===== config.mk =====
export PLATFORM = sky130hd
export DESIGN_NAME = reservation_stations
export DESIGN_NICKNAME = d
export VERILOG_FILES = /design/src/rtl/reservation_stations.sv
export SDC_FILE = /design/constraint.sdc
export NUM_CORES = 1
export LEC_CHECK = 0
export ABC_AREA = 1
export BUFFER_PORTS_ARGS = -buffer_cell sky130_fd_sc_hd__buf_4
export CORE_UTILIZATION = 40
export DETAILED_ROUTE_END_ITERATION = 6
export GPL_TIMING_DRIVEN = 1
export SYNTH_ARGS = -nofsm -noshare
export SYNTH_HDL_FRONTEND = slang
export SYNTH_SLANG_ARGS = --single-unit

===== constraint.sdc =====
create_clock -name clk -period 28.9 [get_ports clk]
set_input_delay 2.89 -clock clk [delete_from_list [all_inputs] [get_ports clk]]
set_output_delay 2.89 -clock clk [all_outputs]
set_load 0.03 [all_outputs]

===== src/rtl/reservation_stations.sv =====
// Four-entry reservation station with CDB wakeup, dispatch bypass and flush.
// Ports: clk/reset, flush, dispatch_*/d_*, cdb_*, consumed_bus -> rsN_data, occupancy.
package rs_pkg;
   localparam logic [2:0] NB = 3'b111;

   typedef struct packed {
      logic        valid_operands;
      logic [3:0]  ALU_op;
      logic        load;
      logic [2:0]  branch_type;
      logic [3:0]  ROB_entry;
      logic [31:0] rs1;
      logic [31:0] rs2;
   } rs_out_t;

   typedef struct packed {
      logic        busy;
      logic [3:0]  alu;
      logic        load;
      logic [2:0]  br;
      logic [3:0]  rob;
      logic [31:0] v1;
      logic        r1;
      logic [3:0]  t1;
      logic [31:0] v2;
      logic        r2;
      logic [3:0]  t2;
   } rs_ent_t;
endpackage

module reservation_stations
   import rs_pkg::*;
(
   input  logic        clk,
   input  logic        reset,
   input  logic        flush,
   input  logic        dispatch_valid,
   output logic        dispatch_ready,
   input  logic [3:0]  d_ALU_op,
   input  logic        d_load,
   input  logic [2:0]  d_branch_type,
   input  logic [3:0]  d_ROB_entry,
   input  logic [31:0] d_src1_val,
   input  logic [31:0] d_src2_val,
   input  logic        d_src1_rdy,
   input  logic        d_src2_rdy,
   input  logic [3:0]  d_src1_tag,
   input  logic [3:0]  d_src2_tag,
   input  logic        cdb_valid,
   input  logic [3:0]  cdb_tag,
   input  logic [31:0] cdb_value,
   input  logic [3:0]  consumed_bus,
   output rs_out_t     rs0_data,
   output rs_out_t     rs1_data,
   output rs_out_t     rs2_data,
   output rs_out_t     rs3_data,
   output logic [2:0]  occupancy
);

   rs_ent_t    r_ent [4];
   logic [2:0] r_occ;

   rs_ent_t    w_nxt [4];
   rs_ent_t    w_new;
   rs_out_t    w_out [4];
   logic       w_disp;
   logic       w_found;
   logic [1:0] w_slot;
   logic [2:0] w_cnt;
   logic       w_hit1;
   logic       w_hit2;

   assign dispatch_ready = (r_occ < 3'd4);
   assign occupancy      = r_occ;
   assign w_disp         = dispatch_valid & dispatch_ready & ~flush;

   // Incoming operands can be satisfied by a broadcast in the same cycle.
   assign w_hit1 = ~d_src1_rdy & cdb_valid & (cdb_tag == d_src1_tag);
   assign w_hit2 = ~d_src2_rdy & cdb_valid & (cdb_tag == d_src2_tag);

   always_comb begin
      w_new      = '0;
      w_new.busy = 1'b1;
      w_new.alu  = d_ALU_op;
      w_new.load = d_load;
      w_new.br   = d_branch_type;
      w_new.rob  = d_ROB_entry;
      w_new.v1   = w_hit1 ? cdb_value : d_src1_val;
      w_new.r1   = d_src1_rdy | w_hit1;
      w_new.t1   = d_src1_tag;
      w_new.v2   = w_hit2 ? cdb_value : d_src2_val;
      w_new.r2   = d_src2_rdy | w_hit2;
      w_new.t2   = d_src2_tag;
   end

   // A busy entry (even one consumed this cycle) is never a dispatch target.
   always_comb begin
      w_found = 1'b0;
      w_slot  = 2'd0;
      for (int i = 0; i < 4; i++) begin
         if (!w_found && !r_ent[i].busy) begin
            w_found = 1'b1;
            w_slot  = 2'(i);
         end
      end
   end

   always_comb begin
      for (int i = 0; i < 4; i++) begin
         w_nxt[i] = r_ent[i];
         if (r_ent[i].busy && cdb_valid) begin
            if (!r_ent[i].r1 && r_ent[i].t1 == cdb_tag) begin
               w_nxt[i].v1 = cdb_value;
               w_nxt[i].r1 = 1'b1;
            end
            if (!r_ent[i].r2 && r_ent[i].t2 == cdb_tag) begin
               w_nxt[i].v2 = cdb_value;
               w_nxt[i].r2 = 1'b1;
            end
         end
         // Consume beats wakeup on the same entry.
         if (r_ent[i].busy && consumed_bus[i])
            w_nxt[i] = '0;
      end
      if (w_disp && w_found)
         w_nxt[w_slot] = w_new;
      if (flush)
         for (int i = 0; i < 4; i++)
            w_nxt[i] = '0;
   end

   always_comb begin
      w_cnt = 3'd0;
      for (int i = 0; i < 4; i++)
         w_cnt = w_cnt + 3'(w_nxt[i].busy);
   end

   always_ff @(posedge clk or posedge reset) begin
      if (reset) begin
         for (int i = 0; i < 4; i++)
            r_ent[i] <= '0;
         r_occ <= 3'd0;
      end else begin
         for (int i = 0; i < 4; i++)
            r_ent[i] <= w_nxt[i];
         r_occ <= w_cnt;
      end
   end

   always_comb begin
      for (int i = 0; i < 4; i++) begin
         w_out[i]             = '0;
         w_out[i].branch_type = NB;
         if (r_ent[i].busy) begin
            w_out[i].valid_operands = r_ent[i].r1 & r_ent[i].r2;
            w_out[i].ALU_op         = r_ent[i].alu;
            w_out[i].load           = r_ent[i].load;
            w_out[i].branch_type    = r_ent[i].br;
            w_out[i].ROB_entry      = r_ent[i].rob;
            w_out[i].rs1            = r_ent[i].v1;
            w_out[i].rs2            = r_ent[i].v2;
         end
      end
   end

   assign rs0_data = w_out[0];
   assign rs1_data = w_out[1];
   assign rs2_data = w_out[2];
   assign rs3_data = w_out[3];

endmodule


[Word level (Yosys, flattened, before mapping)]
Index checks and enable logic that the tools add are counted.
Storage, ports and cells
  bits in registers: 351
  bits in latches: 0
  RAM bits: 0
  bits in read-only memories: 0
  bits of input ports: 131
  output and inout bits: 312
  word-level logic and storage cells: 149
  memories kept: 0
Operators by class
  add/subtract/negate cells: 3
  $mul: 0
  divide/modulo/power cells: 0
  magnitude comparators: 3
  eq/ne operators: 10
  shift-type cells: 0
  mux-type cells: 38
  bitwise operators: 16
  reductions and logical operators: 34
Operator list (count)
  $mux 348: 2
  $mux 33: 16
  $mux 87: 5
  $bwmux 348: 1
  $mux 77: 4
  $demux 87 s2: 1
  $mux 32: 2
  $eq 4x4->1: 10
  $logic_and 1x1->1: 21
  $logic_not 1->1: 13
  $and 1x1->1: 10
  $mux 1: 5
  $mux 2: 2
  $add 2x1->3: 1
  $add 3x1->3: 1
  $ge 3x3->1 const B: 1
  $lt 3x1->1 const B: 1
  $lt 3x3->1 const B: 1
  $not 1->1: 3
  $not 2->3: 1
  $add 1x1->2: 1
  $or 1x1->1: 2

[Logic depth before layout (Yosys ltp)]
Gate-level depths: netlist (run 1).
  word-level depth: 20
  gate-level depth with buffers: 12
  depth with buffers taken out: 10

[Least setup slack after synthesis (run 1)]
No wires, ideal clock.
  kind: input-to-reg
  start point: input port flush
  end point: register r_occ[1] (netlist: occupancy[1])
  setup time: 0.126 ns
  data arrival time: 4.953 ns
  required time: 28.774 ns
  slack: 23.821 ns
  stages on the path: 10
  path buffers: 2
  path through: buf_2 -> inv_2 -> nand3_1 -> nor3_2 -> buf_2 -> o21ai_0 -> fa_1 -> inv_1 -> ha_1 -> ha_1
On the way
  longest elaborated chain between the ends: 8
Ends and longest elaborated chain
  start, declared: line 36  | input logic flush,
  $not 1->1: line 75  | assign w_disp = dispatch_valid & dispatch_ready & ~flush;
  $and 1x1->1: line 75
  $logic_and 1x1->1: line 125  | if (w_disp && w_found)
  $mux 348: line 125
  $mux 348 (*): line 127  | if (flush)
  $add 1x1->2: line 135  | w_cnt = w_cnt + 3'(w_nxt[i].busy);
  $add 2x1->3: line 135
  $add 3x1->3 (*): line 135
  named net w_cnt[1]: line 69  | logic [2:0] w_cnt;
  end signal, assigned: line 146  | r_occ <= w_cnt;
  end, declared: line 61  | logic [2:0] r_occ;
Mark *: on every way through the listed nets, which the timed path passes. The rest lies on a longest branch.

==> flow_metrics.env, run 1 <==
export IMPL_power_density_nw_per_um2=42.9
export IMPL_path_cells="buf_8 > inv_2 > nand3_1 > nor3_4 > a21oi_4 > buf_4 > nand3_1 > a21oi_1"
export IMPL_avgViaCountPerCell=5.49
export IMPL_initial_core_util_pct=40.5
export IMPL_syn_mean_instance_area_um2=6.54
export IMPL_rr_worst_depth=9
export IMPL_post_cts_repair_setup_buffers=0
export IMPL_die_h_um=238
export IMPL_finalMaxSlewViolations=0
export IMPL_finClkSkew_ps=13.0
export IMPL_cts_sinks=351
export IMPL_crit_top_cell="nand3_1"
export IMPL_critPathKind="in -> reg"
export IMPL_maxCapViolCount=0
export IMPL_clockBufferDepth=3
export IMPL_htree_levels=2
export IMPL_drt_iter0_drc=2989
export IMPL_die_area_um2=56800
export IMPL_portBuffers=442
export IMPL_diodes=0
export IMPL_fin_ws_ps=23310
export IMPL_critPathCapture="r_ent[17]"
export IMPL_syn_nets=3547
export IMPL_worstSetupEndpointType="flip-flop"
export IMPL_fin_area_um2=27400
export IMPL_critical_path_top_delay_family="buffers and inverters"
export IMPL_worst_slew_pin_transition_ps=1300
export IMPL_drc=0
export IMPL_drt_wirelength_per_cell_um=21.6
export IMPL_finalSetupViolCount=0
export IMPL_grt_max_degree=216
export IMPL_rows=86
export IMPL_cp_start_kind="input port"
export IMPL_drive_above_1_share_pct=16.1
export IMPL_hpwl_um=59900
export IMPL_min_path_type="reg -> reg"
export IMPL_crit_slowest_cell="buf_4"
export IMPL_pre_cts_ws_ps=22790
export IMPL_ys_types=27
export IMPL_status="finished, final reports clean"
export IMPL_finalHoldViolations=0
export IMPL_fp_dieW_um=238
export IMPL_r2r_end="occupancy[1]"
export IMPL_cts_resized=0
export IMPL_reg2reg_from="r_ent[347]"
export IMPL_drt_antenna_violating_nets=0
export IMPL_cp_max_fo=128
export IMPL_r2r_slack_ps=25080
export IMPL_grt_pass1_vias=23134
export IMPL_ir_drop_uv=34.6
export IMPL_antenna_found_initial=1
export IMPL_final_cell_mix="787 x nand2_1, 717 x nand3_1, 654 x inv_1, 487 x buf_4, 347 x dfrtp_1"
export IMPL_setup_tns_ps=0
export IMPL_gp_congestion=0.859
export IMPL_p_leak_uw=0.0154
export IMPL_area_growth_pct=22.8
export IMPL_holdPathStages=1
export IMPL_drt_wl_total_um=96700
export IMPL_track_usage_pct=33.4
export IMPL_worst_ep_required_time_ps=29390
export IMPL_max_stage_delay_ps=830
export IMPL_ys_warnings_count=0
export IMPL_clk_latency_ps=580
export IMPL_place_inst=4399
export IMPL_grt_first_pass_wirelength_um=145000
export IMPL_instances_no_fill=4476
export IMPL_routed_via_count=24555
export IMPL_ys_ff_latch=351
export IMPL_path_depth=8
export IMPL_pin_count=443
export IMPL_clk_pin_slew_worst_paths_ps=60
export IMPL_numCtsBuffers=43
export IMPL_cp_startpoint="flush"
export IMPL_root_buffer="clkbuf_16"
export IMPL_grt_setup_unrepaired="false"
export IMPL_hold_path_startpoint="r_ent[248]"
export IMPL_finalCriticalPeriod_ps=5590
export IMPL_slew_headroom_pct=13.6
export IMPL_gr_total_overflow=0
export IMPL_hold_buffers=0
export IMPL_final_common_cell="nand2_1"
export IMPL_yosysSeqAreaShare_pct=39.3
export IMPL_cp_num_buf_inv=3
export IMPL_max_freq_mhz=179
export IMPL_core_area_um2=55100
export IMPL_place_area_um2=26000
export IMPL_crit_arrival_ps=6080
export IMPL_min_period_over_period_pct=19.3
export IMPL_cts_tree="done"
export IMPL_synth_cells=3413
export IMPL_dr_pass1_iters=6
export IMPL_syn_area_um2=22300
export IMPL_nets=3830
[registers in the layout (all words and copies together) (netlist names)]
name       flops
occupancy      3
r_ent        348
[cell type report]
cell class / count / area, um^2
clock buffer: 69 / 1330
sequential: 351 / 8800
multi-input combinational: 2107 / 9960
tap: 748 / 936
fill: 5778 / 27700
timing repair buffer: 489 / 3690
inverter: 704 / 2660
clock inverter: 8 / 58.8
[routing by layer]
layer  global-route usage, %  vias up  wire, um
met4                    12.0        2      3090
met2                    52.5     1307     44800
met5                       0        -         7
met1                    45.6    11689     40200
met3                    6.39      199      8650
li1                        -    11358         -
[cells in the mapped netlist (all sizes together)]
library cell,n,area (um^2)
nand4,132,826
inv,663,2490
xnor2,4,35.0
o22ai,2,12.5
clkbuf,176,661
nor3b,1,12.5
nand2,787,2950
dfrtp,351,8780
o21ai,8,40.0
nor2,77,299
xor2,12,105
o21a,2,15.0
or2,12,75.1
a21oi,307,1540
fa,1,20.0
ha,2,25.0
a22oi,37,278
nor3,5,30.0
buf,75,373
clkinv,41,154
nand3,717,3590
nor4,1,21.3
[worst min-delay path by stage]
stage / end / slack [ps]
final: r_ent[248] / 500
after CTS: r_ent[248] / 500
after global routing: r_ent[248] / 520
after detailed placement: r_ent[248] / 480
after global placement: r_ent[248] / 480
after floorplan: r_ent[248] / 460
[per-stage QoR]
step | utilization, % | total power, uW | hold slack [ps]
4_1_cts | 49.8 | 1180 | 498
6_report | 49.8 | 1180 | 501
5_1_grt | 49.8 | 1210 | 516
3_5_place_dp | 47.3 | 639 | 485
2_1_floorplan | - | 583 | 464
3_3_place_gp | 47.3 | 639 | 477
[power breakdown]
group          switching (uW)  internal (uW)
combinational            93.5           31.9
clock                     230            313
sequential               7.20            500
[kinds of logic (layout without fill, tap and decap cells)]
family / count (synthesis) / in the layout / synth area share, %
AO/OA/AOI/OAI: 356 / 356 / 8.43
XOR/XNOR: 16 / 16 / 0.627
adder cells (fa/ha/maj): 3 / 3 / 0.202
buffers and inverters: 955 / 1270 / 16.5
flip-flops: 351 / 351 / 39.3
AND/OR/NAND/NOR: 1732 / 1732 / 35.0
(Power assumes the default switching activity.)
==> run 2, diff against run 1 <==
==> constraint.sdc (replaced) <==
create_clock -name clk -period 5 [get_ports clk]
set_input_delay 0.5 -clock clk [delete_from_list [all_inputs] [get_ports clk]]
set_output_delay 0.5 -clock clk [all_outputs]
set_load 0.03 [all_outputs]
==> flow_metrics.env, run 2 (synthesis results as in run 1) <==
export IMPL_dr_pass1_iters=7
export IMPL_cp_startpoint="r_ent[347]"
export IMPL_finalSetupViolCount=0
export IMPL_reg2reg_from="r_ent[347]"
export IMPL_clockBufferDepth=3
export IMPL_largest_register_ffs=348
export IMPL_final_common_cell="nand2_1"
export IMPL_drc=1
export IMPL_final_cell_mix="787 x nand2_1, 717 x nand3_1, 654 x inv_1, 490 x buf_4, 347 x dfrtp_1"
export IMPL_finClkSkew_ps=18.3
export IMPL_track_usage_pct=33.3
export IMPL_crit_arrival_ps=4110
export IMPL_cts_sinks=351
export IMPL_area_growth_pct=22.7
export IMPL_core_area_um2=55100
export IMPL_power_density_nw_per_um2=243
export IMPL_drt_wirelength_per_cell_um=21.7
export IMPL_post_cts_repair_setup_buffers=0
export IMPL_swShare_pct=28.1
export IMPL_finalHoldViolations=0
export IMPL_grt_setup_unrepaired="false"
export IMPL_seqPwrFrac_pct=44.0
export IMPL_grt_pass1_vias=23273
export IMPL_gp_congestion=0.884
export IMPL_htree_levels=2
export IMPL_worst_slew_pin_transition_ps=1110
export IMPL_min_period_over_period_pct=72.8
export IMPL_grt_max_degree=191
export IMPL_failed_checks="DRC"
export IMPL_hold_slack_ps=199
export IMPL_portBuffers=442
export IMPL_status="finished with violations"
export IMPL_antenna_found_initial=0
export IMPL_power_switching_uw=1870
export IMPL_hold_path_startpoint="d_branch_type[0]"
export IMPL_cp_start_kind="flip-flop"
export IMPL_clock_power_share_pct=44.9
export IMPL_drt_iter0_drc=3004
export IMPL_pin_count=443
export IMPL_avgViaCountPerCell=5.53
export IMPL_root_buffer="clkbuf_16"
export IMPL_grt_first_pass_wirelength_um=144000
export IMPL_nets=3837
export IMPL_ir_drop_uv=234
export IMPL_initial_core_util_pct=40.5
export IMPL_drt_antenna_violating_nets=0
export IMPL_numCtsBuffers=43
export IMPL_diodes=0
export IMPL_setup_tns_ps=0
export IMPL_die_area_um2=56800
export IMPL_die_h_um=238
export IMPL_cts_resized=0
export IMPL_rows=86
export IMPL_drt_wl_total_um=97400
export IMPL_critPathKind="reg -> reg"
export IMPL_min_path_type="in -> reg"
export IMPL_drive_above_1_share_pct=15.9
export IMPL_cts_tree="done"
export IMPL_worst_ep_required_time_ps=5460
export IMPL_finalCriticalPeriod_ps=3640
export IMPL_p_leak_uw=0.0154
export IMPL_fp_dieW_um=238
export IMPL_top_register="r_ent"
export IMPL_max_freq_mhz=275
export IMPL_cp_max_fo=39
export IMPL_intPower_uw=4780
export IMPL_gr_total_overflow=0
export IMPL_finalMaxSlewViolations=0
export IMPL_hpwl_um=62000
export IMPL_worstSetupEndpointType="flip-flop"
export IMPL_maxCapViolCount=0
export IMPL_clk_pin_slew_worst_paths_ps=60
export IMPL_routed_via_count=24754
export IMPL_clk_latency_ps=590
export IMPL_slew_headroom_pct=25.7
export IMPL_pwr_share_comb_pct=11.1
[run 2: worst paths after layout]
kind	endpoint	slack [ps]	cells after the start
hold / removal	r_ent[339]	200	3
setup reg to reg	occupancy[1]	1360	7
max in group asynchronous	r_ent[193]	3470	4
min in group asynchronous	r_ent[330]	410	3
setup / recovery	occupancy[1]	1360	7
hold reg to reg	r_ent[248]	490	1
[run 2: metrics by stage]
| step | total power, uW | cells | setup WS, ps | utilization, % | instance area, um^2 |
|---|---|---|---|---|---|
| finish | 6650 | 4479 | 1360 | 49.7 | 27400 |
| global route | 6820 | 4479 | 1140 | 49.7 | 27400 |
| detailed placement | 3700 | 4405 | 1430 | 47.4 | 26100 |
| floorplan | 3370 | 3413 | -200 | - | 22300 |
| CTS | 6670 | 4479 | 1370 | 49.7 | 27400 |
| global placement | 3700 | 4405 | 1480 | 47.4 | 26100 |
[run 2: cell type report]
type | instances | area (um^2)
Sequential cell | 351 | 8800
Clock buffer | 69 | 1260
Multi-Input combinational cell | 2107 | 9960
Timing Repair Buffer | 496 | 3780
Inverter | 704 | 2650
Fill cell | 5874 | 27700
Tap cell | 748 | 936
Clock inverter | 4 | 20.0
[run 2: power by group through the flow]
stage                     logic [uW]  registers, uW  clock network [uW]
final                            736           2930                2990
after global placement           720           2980                   0
after global routing             785           2930                3110
after detailed placement         721           2980                   0
after CTS                        724           2930                3010
after floorplan                  406           2960                   0
[run 2: worst max-delay path, stage by stage, from the launching register on]
cell     delay, ps
dfrtp_4        840
inv_2          250
nor4_4         980
o21ai_0        330
fa_1           580
inv_1           50
ha_1           170
ha_1           300
[run 2: layer usage]
metal	wire length (um)	track usage, %	share of wire, %
met5	63	0.866	0.065
met1	40200	45.0	41
met4	3530	13.7	3.6
met3	9230	6.54	9.5
met2	44400	52.1	46
[run 2: what timing repair did]
action / in CTS / in global routing
setup endpoints to repair: 0 / 0
hold buffers: 1 / 0
hold endpoints to repair: 2 / 0
